File: src/rtl/spi_pkg.sv
// spi_pkg: shared SPI frame constants and FSM state encoding for spi_master_arb
//   SPI_BYTE_W        bits per frame payload
//   SPI_FRAME_PULSES  sclk pulses per frame (lead + data + trail)
//   SPI_LEAD_PULSES   dummy pulses sent before the first data bit
package spi_pkg;
    localparam int SPI_BYTE_W       = 8;
    localparam int SPI_FRAME_PULSES = 10;
    localparam int SPI_LEAD_PULSES  = 1;
    typedef enum logic [2:0] {
        IDLE  = 3'd0,
        SETUP = 3'd1,
        SHIFT = 3'd2,
        HOLD  = 3'd3,
        GAP   = 3'd4
    } state_t;
endpackage

File: src/rtl/spi_master_arb_if.sv
// spi_master_arb_if: requester fabric and SPI pin bundle for spi_master_arb
//   req/tx_data     requester -> master (level request, byte i at [8*i+7:8*i])
//   gnt/ack/busy    master -> requesters
//   sclk/mosi/cs    master -> SPI receiver pins
interface spi_master_arb_if
    import spi_pkg::*;
#(
    parameter int NUM_REQ = 4
);
    logic [NUM_REQ-1:0]            req, gnt, ack;
    logic [SPI_BYTE_W*NUM_REQ-1:0] tx_data;
    logic                          busy, sclk, mosi, cs;
    modport master (input req, tx_data, output gnt, ack, busy, sclk, mosi, cs);
    modport slave  (output req, tx_data, input gnt, ack, busy, sclk, mosi, cs);
endinterface

File: src/rtl/spi_rr_arbiter.sv
// spi_rr_arbiter: combinational round-robin pick starting at the pointer
//   req_i  request vector
//   ptr_i  index with highest priority this round
//   en_i   pick enable
//   gnt_o  one-hot grant, zero when disabled or no request
module spi_rr_arbiter #(
    parameter int NUM_REQ = 4
) (
    input  logic [NUM_REQ-1:0]         req_i,
    input  logic [$clog2(NUM_REQ)-1:0] ptr_i,
    input  logic                       en_i,
    output logic [NUM_REQ-1:0]         gnt_o
);
    localparam int PW = $clog2(NUM_REQ);
    logic [PW-1:0] idx;
    always_comb begin
        gnt_o = '0;
        idx   = '0;
        // scan farthest-first so the requester nearest the pointer is written last and wins
        for (int k = NUM_REQ - 1; k >= 0; k--) begin
            idx = PW'((int'(ptr_i) + k) % NUM_REQ);
            if (en_i && req_i[idx])
                gnt_o = NUM_REQ'(1) << idx;
        end
    end
endmodule

File: src/rtl/spi_master_arb.sv
// spi_master_arb: round-robin arbiter sharing one SPI write link among NUM_REQ requesters
//   clk    system clock
//   rst_n  synchronous active-low reset
//   bus    spi_master_arb_if master side: req/tx_data in; gnt/ack/busy/sclk/mosi/cs out
module spi_master_arb
    import spi_pkg::*;
#(
    parameter int NUM_REQ = 4,
    parameter int CLK_DIV = 2
) (
    input logic              clk,
    input logic              rst_n,
    spi_master_arb_if.master bus
);
    localparam int PW = $clog2(NUM_REQ);
    localparam int DW = $clog2(CLK_DIV + 1);
    localparam logic [DW-1:0] DIV_LAST = DW'(CLK_DIV - 1);

    state_t                state_q;
    logic [PW-1:0]         ptr_q, ptr_d;
    logic [DW-1:0]         div_q;
    logic [3:0]            pulse_q;
    logic [SPI_BYTE_W-1:0] sh_q, byte_d;
    logic [NUM_REQ-1:0]    gnt_q, ack_q, gnt_d;
    logic                  busy_q, sclk_q, mosi_q, cs_q;
    logic                  div_end;

    spi_rr_arbiter #(.NUM_REQ(NUM_REQ)) u_arb (
        .req_i (bus.req),
        .ptr_i (ptr_q),
        .en_i  (state_q == IDLE),
        .gnt_o (gnt_d)
    );

    assign div_end = div_q == DIV_LAST;

    always_comb begin
        ptr_d  = ptr_q;
        byte_d = '0;
        for (int i = 0; i < NUM_REQ; i++)
            if (gnt_d[i]) begin
                ptr_d  = (i == NUM_REQ - 1) ? '0 : PW'(i + 1);
                byte_d = bus.tx_data[SPI_BYTE_W*i +: SPI_BYTE_W];
            end
    end

    always_ff @(posedge clk) begin
        if (!rst_n) begin
            state_q <= IDLE;
            ptr_q   <= '0;
            div_q   <= '0;
            pulse_q <= '0;
            sh_q    <= '0;
            gnt_q   <= '0;
            ack_q   <= '0;
            busy_q  <= 1'b0;
            sclk_q  <= 1'b0;
            mosi_q  <= 1'b0;
            cs_q    <= 1'b1;
        end else begin
            ack_q <= '0;
            div_q <= (state_q == IDLE || div_end) ? '0 : div_q + 1'b1;
            case (state_q)
                IDLE: if (|gnt_d) begin
                    state_q <= SETUP;
                    gnt_q   <= gnt_d;
                    sh_q    <= byte_d;
                    ptr_q   <= ptr_d;
                    cs_q    <= 1'b0;
                    busy_q  <= 1'b1;
                end
                SETUP: if (div_end) begin
                    state_q <= SHIFT;
                    sclk_q  <= 1'b1;
                    mosi_q  <= 1'b0;
                    pulse_q <= 4'd1;
                end
                SHIFT: if (div_end) begin
                    if (sclk_q)
                        sclk_q <= 1'b0;
                    else if (pulse_q == 4'(SPI_FRAME_PULSES)) begin
                        state_q <= HOLD;
                        mosi_q  <= 1'b0;
                    end else begin
                        pulse_q <= pulse_q + 4'd1;
                        sclk_q  <= 1'b1;
                        // the pulse about to start carries data only if it follows the lead pulse(s)
                        if (pulse_q >= 4'(SPI_LEAD_PULSES) && pulse_q < 4'(SPI_LEAD_PULSES + SPI_BYTE_W)) begin
                            mosi_q <= sh_q[SPI_BYTE_W-1];
                            sh_q   <= sh_q << 1;
                        end else
                            mosi_q <= 1'b0;
                    end
                end
                HOLD: if (div_end) begin
                    state_q <= GAP;
                    cs_q    <= 1'b1;
                    gnt_q   <= '0;
                    ack_q   <= gnt_q;
                end
                GAP: if (div_end) begin
                    state_q <= IDLE;
                    busy_q  <= 1'b0;
                end
                default: state_q <= IDLE;
            endcase
        end
    end

    assign bus.gnt  = gnt_q;
    assign bus.ack  = ack_q;
    assign bus.busy = busy_q;
    assign bus.sclk = sclk_q;
    assign bus.mosi = mosi_q;
    assign bus.cs   = cs_q;
endmodule

File: src/flat_wrapper.sv
// flat-port wrapper written by rule: the top's interface ports become plain ports
module spi_master_arb_flat import spi_pkg::*;
#(
    parameter int NUM_REQ = 4,
    parameter int CLK_DIV = 2
)
  (clk, rst_n, bus_req, bus_tx_data, bus_gnt, bus_ack, bus_busy, bus_sclk, bus_mosi, bus_cs);
  spi_master_arb_if #(.NUM_REQ(NUM_REQ)) bus_i ();
  input logic clk;
  input logic rst_n;
  input wire logic [$bits(bus_i.req)-1:0] bus_req;
  input wire logic [$bits(bus_i.tx_data)-1:0] bus_tx_data;
  output wire logic [$bits(bus_i.gnt)-1:0] bus_gnt;
  output wire logic [$bits(bus_i.ack)-1:0] bus_ack;
  output wire logic [$bits(bus_i.busy)-1:0] bus_busy;
  output wire logic [$bits(bus_i.sclk)-1:0] bus_sclk;
  output wire logic [$bits(bus_i.mosi)-1:0] bus_mosi;
  output wire logic [$bits(bus_i.cs)-1:0] bus_cs;
  assign bus_i.req = bus_req;
  assign bus_i.tx_data = bus_tx_data;
  assign bus_gnt = bus_i.gnt;
  assign bus_ack = bus_i.ack;
  assign bus_busy = bus_i.busy;
  assign bus_sclk = bus_i.sclk;
  assign bus_mosi = bus_i.mosi;
  assign bus_cs = bus_i.cs;
  spi_master_arb #(.NUM_REQ(NUM_REQ), .CLK_DIV(CLK_DIV)) u_core (.clk(clk), .rst_n(rst_n), .bus(bus_i));
endmodule
File: config.mk
export PLATFORM = sky130hd
export DESIGN_NAME = spi_master_arb_flat
export DESIGN_NICKNAME = d
export VERILOG_FILES = /design/src/rtl/spi_pkg.sv /design/src/rtl/spi_master_arb_if.sv /design/src/rtl/spi_rr_arbiter.sv /design/src/rtl/spi_master_arb.sv /design/src/flat_wrapper.sv
export SDC_FILE = /design/constraint.sdc
export NUM_CORES = 1
export LEC_CHECK = 0
export BUFFER_PORTS_ARGS = -buffer_cell sky130_fd_sc_hd__buf_2
export CAP_MARGIN = 20
export CORE_UTILIZATION = 39
export CTS_BUF_LIST = sky130_fd_sc_hd__clkbuf_8
export DETAILED_ROUTE_END_ITERATION = 12
export PLACE_DENSITY = 0.6
export SLEW_MARGIN = 20
export SYNTH_ARGS = -nofsm -noshare
export SYNTH_HDL_FRONTEND = slang
export SYNTH_SLANG_ARGS = --single-unit
File: constraint.sdc
create_clock -name clk -period 3.7 [get_ports clk]
set_clock_uncertainty 0.2 [all_clocks]
set_input_delay 0.37 -clock clk [delete_from_list [all_inputs] [get_ports clk]]
set_output_delay 0.37 -clock clk [all_outputs]
set_load 0.02 [all_outputs]
Word level (Yosys, flattened, before mapping) --
Cells that the tools add are included.
Operators by class: add/sub/neg operators 5, order comparisons 6, equality and inequality tests 15, shift-type cells 4, muxes and demuxes 57, bitwise gates (word level) 1, reductions and logical operators 23
Operators with widths (count):
- 2-to-1 mux 8 bit | 9
- 2-to-1 mux 4 bit | 10
- 2-to-1 mux 3 bit | 7
- one-hot mux 4 bit (2 select lines) | 2
- one-hot mux 8 bit (2 select lines) | 1
- left shift 1 x 2 -> 4 bit, first input constant | 4
- 2-to-1 mux 1 bit | 15
- one-hot mux 3 bit (5 select lines) | 1
- AND reduction 3 bit | 5
- inequality test 2 x 1 -> 1 bit, second input constant | 7
- less-than comparator 2 x 3 -> 1 bit, second input constant | 4
- binary-select mux 1 bit (select 2 bit) | 4
- 2-to-1 mux 2 bit | 4
- one-hot mux 1 bit (2 select lines) | 4
- nonzero test 2 bit | 4
- AND reduction 7 bit | 1
- == test 3 x 2 -> 1 bit, second input constant | 2
- AND reduction 6 bit | 1
- logical AND 1 bit | 5
- AND reduction 5 bit | 1
- adder 2 x 1 -> 2 bit, second input constant | 2
- adder 2 bit, second input constant | 2
- adder 4 x 1 -> 4 bit, second input constant | 1
- == test 4 bit, second input constant | 1
- other kinds (13) | 14
Word-level totals: bits in registers 31, bits of input ports 38, word-level logic and storage cells 122

Longest topological paths before layout --
Gate-level depths: netlist of the first run.
depth in word-level cells 14, depth in mapped cells 11, mapped depth without buffers 9

Modules after synthesis --
A second synthesis of the first run with hierarchy kept.
Second synthesis, totals: cells, all modules 241, area total of the unflattened synthesis 2078.2 µm²
By module, submodules not included:
- spi_master_arb | times used 1, cells each 200, area an instance 1735.4 µm², sequential area each 620.6 µm²
- spi_rr_arbiter | times used 1, cells each 41, area an instance 342.8 µm², sequential area each 0.0 µm²

Least setup slack after synthesis of the first run --
Ideal clock, no wire load.
kind register to register, start point reg u_core.ptr_q[0], end point reg u_core.sh_q[1], arrival 2.713 ns, required time 3.371 ns, slack 0.659 ns, stages on the path, launching flop included 12, path buffers 2, path through dfxtp_1 -> buf_4 -> inv_1 -> ha_1 -> mux2_2 -> a22oi_1 -> o2111ai_1 -> a32oi_2 -> clkbuf_1 -> o21ai_1 -> o32ai_1 -> a31oi_1
Between the ends: cells in the longest elaborated chain, start to end 14, elaborated cells on any way between the ends 32, classes of those cells add/sub (3); eq/ne (1); shift (4); mux (18); reduce/logical (6)
Ends and longest elaborated chain:
- start, declared | RTL line spi_master_arb.sv:20 | logic [PW-1:0] ptr_q, ptr_d;
- start signal, assigned | RTL line spi_master_arb.sv:68 | ptr_q <= ptr_d;
- adder 2 bit | RTL line spi_rr_arbiter.sv:21 | idx = PW'((int'(ptr_i) + k) % NUM_REQ);
- binary-select mux 1 bit (select 2 bit) | RTL line spi_rr_arbiter.sv:22 | if (en_i && req_i[idx])
- 2-to-1 mux 1 bit (not written as such) | RTL line spi_rr_arbiter.sv:22
- logical AND 1 bit | RTL line spi_rr_arbiter.sv:22
- 2-to-1 mux 4 bit (3 in series) | RTL line spi_rr_arbiter.sv:22
- 2-to-1 mux 4 bit * | RTL line spi_rr_arbiter.sv:22
- 2-to-1 mux 8 bit (4 in series) | RTL line spi_master_arb.sv:41 | if (gnt_d[i]) begin
- 2-to-1 mux 8 bit | RTL line spi_master_arb.sv:64 | IDLE: if (|gnt_d) begin
- one-hot mux 8 bit (2 select lines) | RTL line spi_master_arb.sv:63 | case (state_q)
- end signal, assigned | RTL line spi_master_arb.sv:67 | sh_q <= byte_d;
- end signal, assigned | RTL line spi_master_arb.sv:90 | sh_q <= sh_q << 1;
- end, declared | RTL line spi_master_arb.sv:23 | logic [SPI_BYTE_W-1:0] sh_q, byte_d;
Mark *: on every way between the ends. The rest lies on a longest branch, timed or not. The select of a mux whose other input is x is not followed. A chain may end at the register's enable or synchronous reset.

Worst setup path after layout of the first run --
start point reg u_core.ptr_q[0], end point reg u_core.sh_q[5]
The elaborated chain is that of the path after synthesis.

==> metrics, run 1 <==
I/O pins 50; Syn Std Cell Area 2280 um2; drt wl/cell 14.0 um; Clock transition at path regs 0.07 ns; DIE AREA 6150 um2; root buf cell clkbuf_8; most common cell after layout, fill and taps aside buf_2; routed wire length 5240 um; P per Cell Area 736 nW/um2; Fmax 319 MHz; GR Overflow Total 0; crit share post-route 84.8%; register area share after synthesis 27.3%; clk buf depth 2; synthesis-to-layout area growth 15.5%; # setup viols final 0; Vias/cell 5.35; drt drc 0; Post-CTS Hold Buffers 0; fin. max-slew vios 0; Inst Count DP 366; Nets 351; Critical Path RT 3.64 ns; CTS Sinks 31; Placer Congestion 0.865; Post-Layout Cell Count 374; Die H 78.4 um; Slew @ Worst Pin 0.785 ns; core footprint 5570 um2; Max VDD drop 0.343 mV; worst-skew pair later-pin latency 0.28 ns; drt pass-1 iters 4; Hold Violations, Final 0; CTS tree yes; Core Rows 27; Yosys reg bits 31; Post-synth EDFFs 0; ys async rst share 0%; antenna violations before repair 0; initial core utilization 40.9%; # diodes 0; Max Cap Viol 0; post_cts resized 0; Fillers 580; via count 2000; Post-Synthesis Cells 254; Worst setup SP type register; vias in the first global route 1830; CTS buffer count 5; Mapped Nets 304; crit path capture type register; Power, Total 1940 uW; # H-tree levels 2; Chip Width 78.4 um; final setup TNS 0 ns; Ys Warns 0; Leakage 0.00114 uW; post-CTS setup buffer count 0; first-pass GRT wire length 8780 um; pin count of the biggest net entering global routing 27; RSZ-0062 raised after global routing false; Post-Syn Area per Cell 8.97 um2; fin crit period 3.14 ns; port buffer count 49; crit path kind reg -> reg; Worst slew margin 47.4%; final antenna-violating net count 0; GRT Overall Usage 18.0%; signal arrival time at the worst endpoint 3.08 ns; most frequent cells in the layout buf_2, dfxtp_1, nand2_1; Hold Path Class in -> reg; status complete, no violations; Max FO, Critical Path 9; DR iter-0 viols 113; synth unique cells 64; reg-to-reg setup timing slack 0.56 ns; HPWL Detailed 3920 um; share of cells above drive strength 1 29.8%; Synth Flop Type dfxtp_1
==> registers in the layout, summed over array words and instances, names as in the netlist <==
| name | flops |
|---|---|
| u_core.bus.mosi | 1 |
| u_core.bus.busy | 1 |
| u_core.state_q | 3 |
| u_core.bus.sclk | 1 |
| u_core.bus.ack | 4 |
| u_core.pulse_q | 4 |
| u_core.div_q | 2 |
| u_core.ptr_q | 2 |
| u_core.bus.gnt | 4 |
| u_core.sh_q | 8 |
| u_core.bus.cs | 1 |
==> layout make-up <==
class                   instances  area (um2)  area share (%)
repair buffers                 53         275            10.5
clock inverters                 3        20.0           0.761
clock buffers                   5        68.8            2.62
inverters                      19        71.3            2.71
flip-flops and latches         31         621            23.6
multi-input cells             191        1480            56.4
well taps                      72        90.1            3.43
==> path summary, 6_finish.rpt <==
path                                      start              end  cells after the start
worst min-delay path            bus_tx_data[31]   u_core.sh_q[7]                      3
worst min register to register  u_core.div_q[0]  u_core.div_q[0]                      1
worst max register to register  u_core.ptr_q[0]   u_core.sh_q[5]                      9
worst max-delay path            u_core.ptr_q[0]   u_core.sh_q[5]                      9
==> logic make-up (layout without fill, tap and decap cells) <==
| kind of cell | after synthesis | in the layout | synth area share [%] |
|---|---|---|---|
| buf+inv | 32 | 80 | 7.58 |
| mux | 9 | 9 | 6.54 |
| xor+xnor | 3 | 3 | 1.15 |
| fa+ha+maj | 12 | 12 | 6.59 |
| flops | 31 | 31 | 27.3 |
| simple gates | 96 | 96 | 25.4 |
| compound gates | 71 | 71 | 25.5 |
==> per-layer routing <==
layer | global-route usage (%) | share of wire (%) | up-vias
met1 | 26.0 | 52 | 904
met4 | 5.00 | 0.61 | 0
met3 | 3.26 | 5.1 | 2
li1 | - | - | 1031
met2 | 27.3 | 42 | 63
met5 | 0 | 0 | -
==> where the power goes <==
group / total (uW) / internal, uW / switching (uW) / leakage, uW
registers: 482 / 423 / 59.1 / 0.000254
clock network: 259 / 131 / 129 / 0.0000402
logic: 1200 / 510 / 685 / 0.000848
==> critical path: stages, from the launching register on <==
cell and delay [ns]:
dfxtp_1 0.33, inv_1 0.11, ha_1 0.39, mux2_2 0.36
a221o_1 0.32, o311a_2 0.18, o21ai_1 0.49, o21ai_0 0.15
o32ai_1 0.34, a31oi_1 0.13
==> Yosys cell counts (2+ instances only) <==
master,instances,area share (%)
a2111oi_0,2,0.77
nor2_1,11,1.8
nand2_1,24,4.0
dfxtp_1,31,27
nor2b_1,5,1.4
and2b_2,2,0.77
nand3b_1,3,0.99
and3_1,6,1.6
and4bb_1,6,3.3
o32ai_1,7,2.7
mux2_2,4,2.0
o21ai_1,4,0.88
nor2_2,2,0.55
xor2_1,3,1.2
buf_4,3,0.99
inv_1,19,3.1
mux4_2,3,3.0
a211oi_1,2,0.66
clkbuf_1,4,0.66
nand4_1,3,0.82
buf_6,4,2.0
or3_1,2,0.55
nand3_1,8,1.8
and3_2,4,1.3
o221ai_1,2,0.77
and2_1,7,1.9
o21a_1,2,0.66
a31oi_1,8,2.2
a21oi_1,7,1.5
ha_1,12,6.6
nand2b_1,3,0.82
o21ai_0,15,3.3
a21boi_0,5,1.6
==> per-stage QoR <==
stage / hold WS (ns) / util (%) / area (um2) / setup slack, ns
final: 0.201 / 47.2 / 2630 / 0.562
after global routing: 0.223 / 47.2 / 2630 / 0.320
after CTS: 0.191 / 47.2 / 2630 / 0.541
after detailed placement: 0.219 / 45.6 / 2540 / 0.537
after global placement: 0.210 / 45.6 / 2540 / 0.554
after floorplan: 0.198 / - / 2280 / 0.659
Power figures use the tool's default switching activity.
==> inputs of run 2 (changes only) <==
Clock period 3.7 ns to 3.1 ns, I/O delays scaled along.
==> run 2 against run 1 <==
Clock power rose by 60%. Register-to-register slack got worse by 0.43 ns. Sequential share of layout area is 1.8 points lower. Critical endpoint is now u_core.sh_q[6]. Largest power group unchanged. Highest routed layer unchanged.
==> metrics, run 2 (synthesis results as in run 1) <==
status complete, no violations; Worst slew margin 48.9%; worst hold endpoint u_core.sh_q[7]; I/O pins 50; Max FO, Critical Path 7; drt pass-1 iters 4; clk buf depth 2; CTS buffer count 5; synthesis-to-layout area growth 25.0%; worst hold slack 0.133 ns; R2R depth 10; worst hold start bus_tx_data[31]; CP Cell Sequence inv_1 -> ha_1 -> mux2_2 -> a221o_1 -> o311a_2 -> o31ai_4 -> buf_4 -> a41oi_4 -> o21ai_1 -> a31oi_1; Hold Violations, Final 0; Placer Congestion 0.920; Max VDD drop 0.368 mV; crit path capture type register; Hold Path Class in -> reg; slowest cell delay on critical path 0.40 ns; crit path kind reg -> reg; DR iter-0 viols 114; share of cells above drive strength 1 35.2%; CP bufs+invs 2; first-pass GRT wire length 8540 um; via count 2116; HPWL Detailed 4040 um; Largest Register u_core.sh_q; vias in the first global route 1845; GR Overflow Total 0; worst-skew pair later-pin latency 0.29 ns; Crit Reg-Reg Endpoint u_core.sh_q[6]; CP top delay family compound AO/OA/AOI/OAI gates; most frequent cells in the layout buf_2, dfxtp_1, nand2_1; Post-DP Area 2600 um2; final setup TNS 0 ns; CTS Sinks 31; P per Cell Area 968 nW/um2; final antenna-violating net count 0; Max Cap Viol 0; final core occ 51.1%; r2r startpoint u_core.ptr_q[1]; Power, Total 2750 uW; Fmax 337 MHz; Nets 367; Leakage 0.00125 uW; DIE AREA 6150 um2; Core Rows 27; Slew @ Worst Pin 0.762 ns; pin count of the biggest net entering global routing 27; CTS tree yes; Chip Width 78.4 um; drt wl/cell 14.2 um; Worst setup SP type register; # H-tree levels 2; CP max-delay cell o31ai_4; max reg flops 8; crit share post-route 95.6%; # setup viols final 0; Die H 78.4 um; root buf cell clkbuf_8; routed wire length 5550 um; core footprint 5570 um2; fin. max-slew vios 0; Post-CTS Hold Buffers 0; most common cell after layout, fill and taps aside buf_2; signal arrival time at the worst endpoint 2.94 ns; GRT Overall Usage 17.6%; reg-to-reg setup timing slack 0.14 ns; drt drc 0; Critical Path RT 3.07 ns; antenna violations before repair 0; Vias/cell 5.43; # diodes 0; initial core utilization 40.9%; WHS Path Cells 3; port buffer count 49; RSZ-0062 raised after global routing false; fin crit period 2.96 ns; Final Cell Area 2850 um2; Clock transition at path regs 0.07 ns
[run 2: cell count changes in the layout (fill, tap and decap cells not counted), moves of 2 or more]
cell	delta
buf_4	+13
o32ai_1	-3
o32ai_2	+3
clkinvlp_4	-2
[run 2: repair_timing]
item | in CTS | in global routing
buffers inserted | 0 | 9
setup endpoints to repair | 0 | 7
resized for setup | 0 | 8
[run 2: routing by layer]
| metal | wire length (um) | vias up | GRT usage [%] |
|---|---|---|---|
| met5 | 0 | - | 0 |
| met1 | 2770 | 983 | 24.5 |
| met3 | 231 | 8 | 3.95 |
| li1 | - | 1069 | - |
| met2 | 2480 | 56 | 26.7 |
| met4 | 68 | 0 | 5.74 |
[run 2: how the worst max path moves through the flow]
| stage | start | to | slack [ns] | cells after the start |
|---|---|---|---|---|
| 2_1_floorplan | u_core.ptr_q[0] | u_core.sh_q[1] | 0.06 | 11 |
| 3_3_place_gp | u_core.ptr_q[1] | u_core.sh_q[2] | 0.11 | 8 |
| 3_5_place_dp | u_core.ptr_q[1] | u_core.sh_q[5] | 0.07 | 10 |
| 4_1_cts | u_core.ptr_q[1] | u_core.sh_q[2] | 0.07 | 10 |
| 5_1_grt | u_core.ptr_q[1] | u_core.sh_q[6] | 0.01 | 10 |
| 6_report | u_core.ptr_q[1] | u_core.sh_q[6] | 0.14 | 10 |
[run 2: area by class of cell]
type / count / area, um2
well taps: 72 / 90.1
clock buffers: 6 / 82.6
flip-flops and latches: 31 / 622
fillers: 540 / 2730
repair buffers: 68 / 400
clock inverters: 2 / 35.0
inverters: 19 / 71.3
multi-input cells: 192 / 1550
[run 2: power breakdown]
group          leakage, uW  total [uW]  internal [uW]  switching, uW
sequential        0.000254         580            506           74.0
clock            0.0000612         414            260            154
combinational     0.000935        1760            841            920
[run 2: through the flow]
step | worst slack [ns] | std cells
after global routing | 0.0107 | 390
after global placement | 0.110 | 372
after floorplan | 0.0587 | 254
after detailed placement | 0.0686 | 372
final | 0.136 | 390
after CTS | 0.0700 | 380
[run 2: worst register-to-register path, cell delays in order (launching register included)]
cell	delay, ns
dfxtp_2	0.36
inv_1	0.08
ha_1	0.35
mux2_2	0.37
a221o_1	0.33
o311a_2	0.19
o31ai_4	0.40
buf_4	0.19
a41oi_4	0.16
o21ai_1	0.16
a31oi_1	0.05
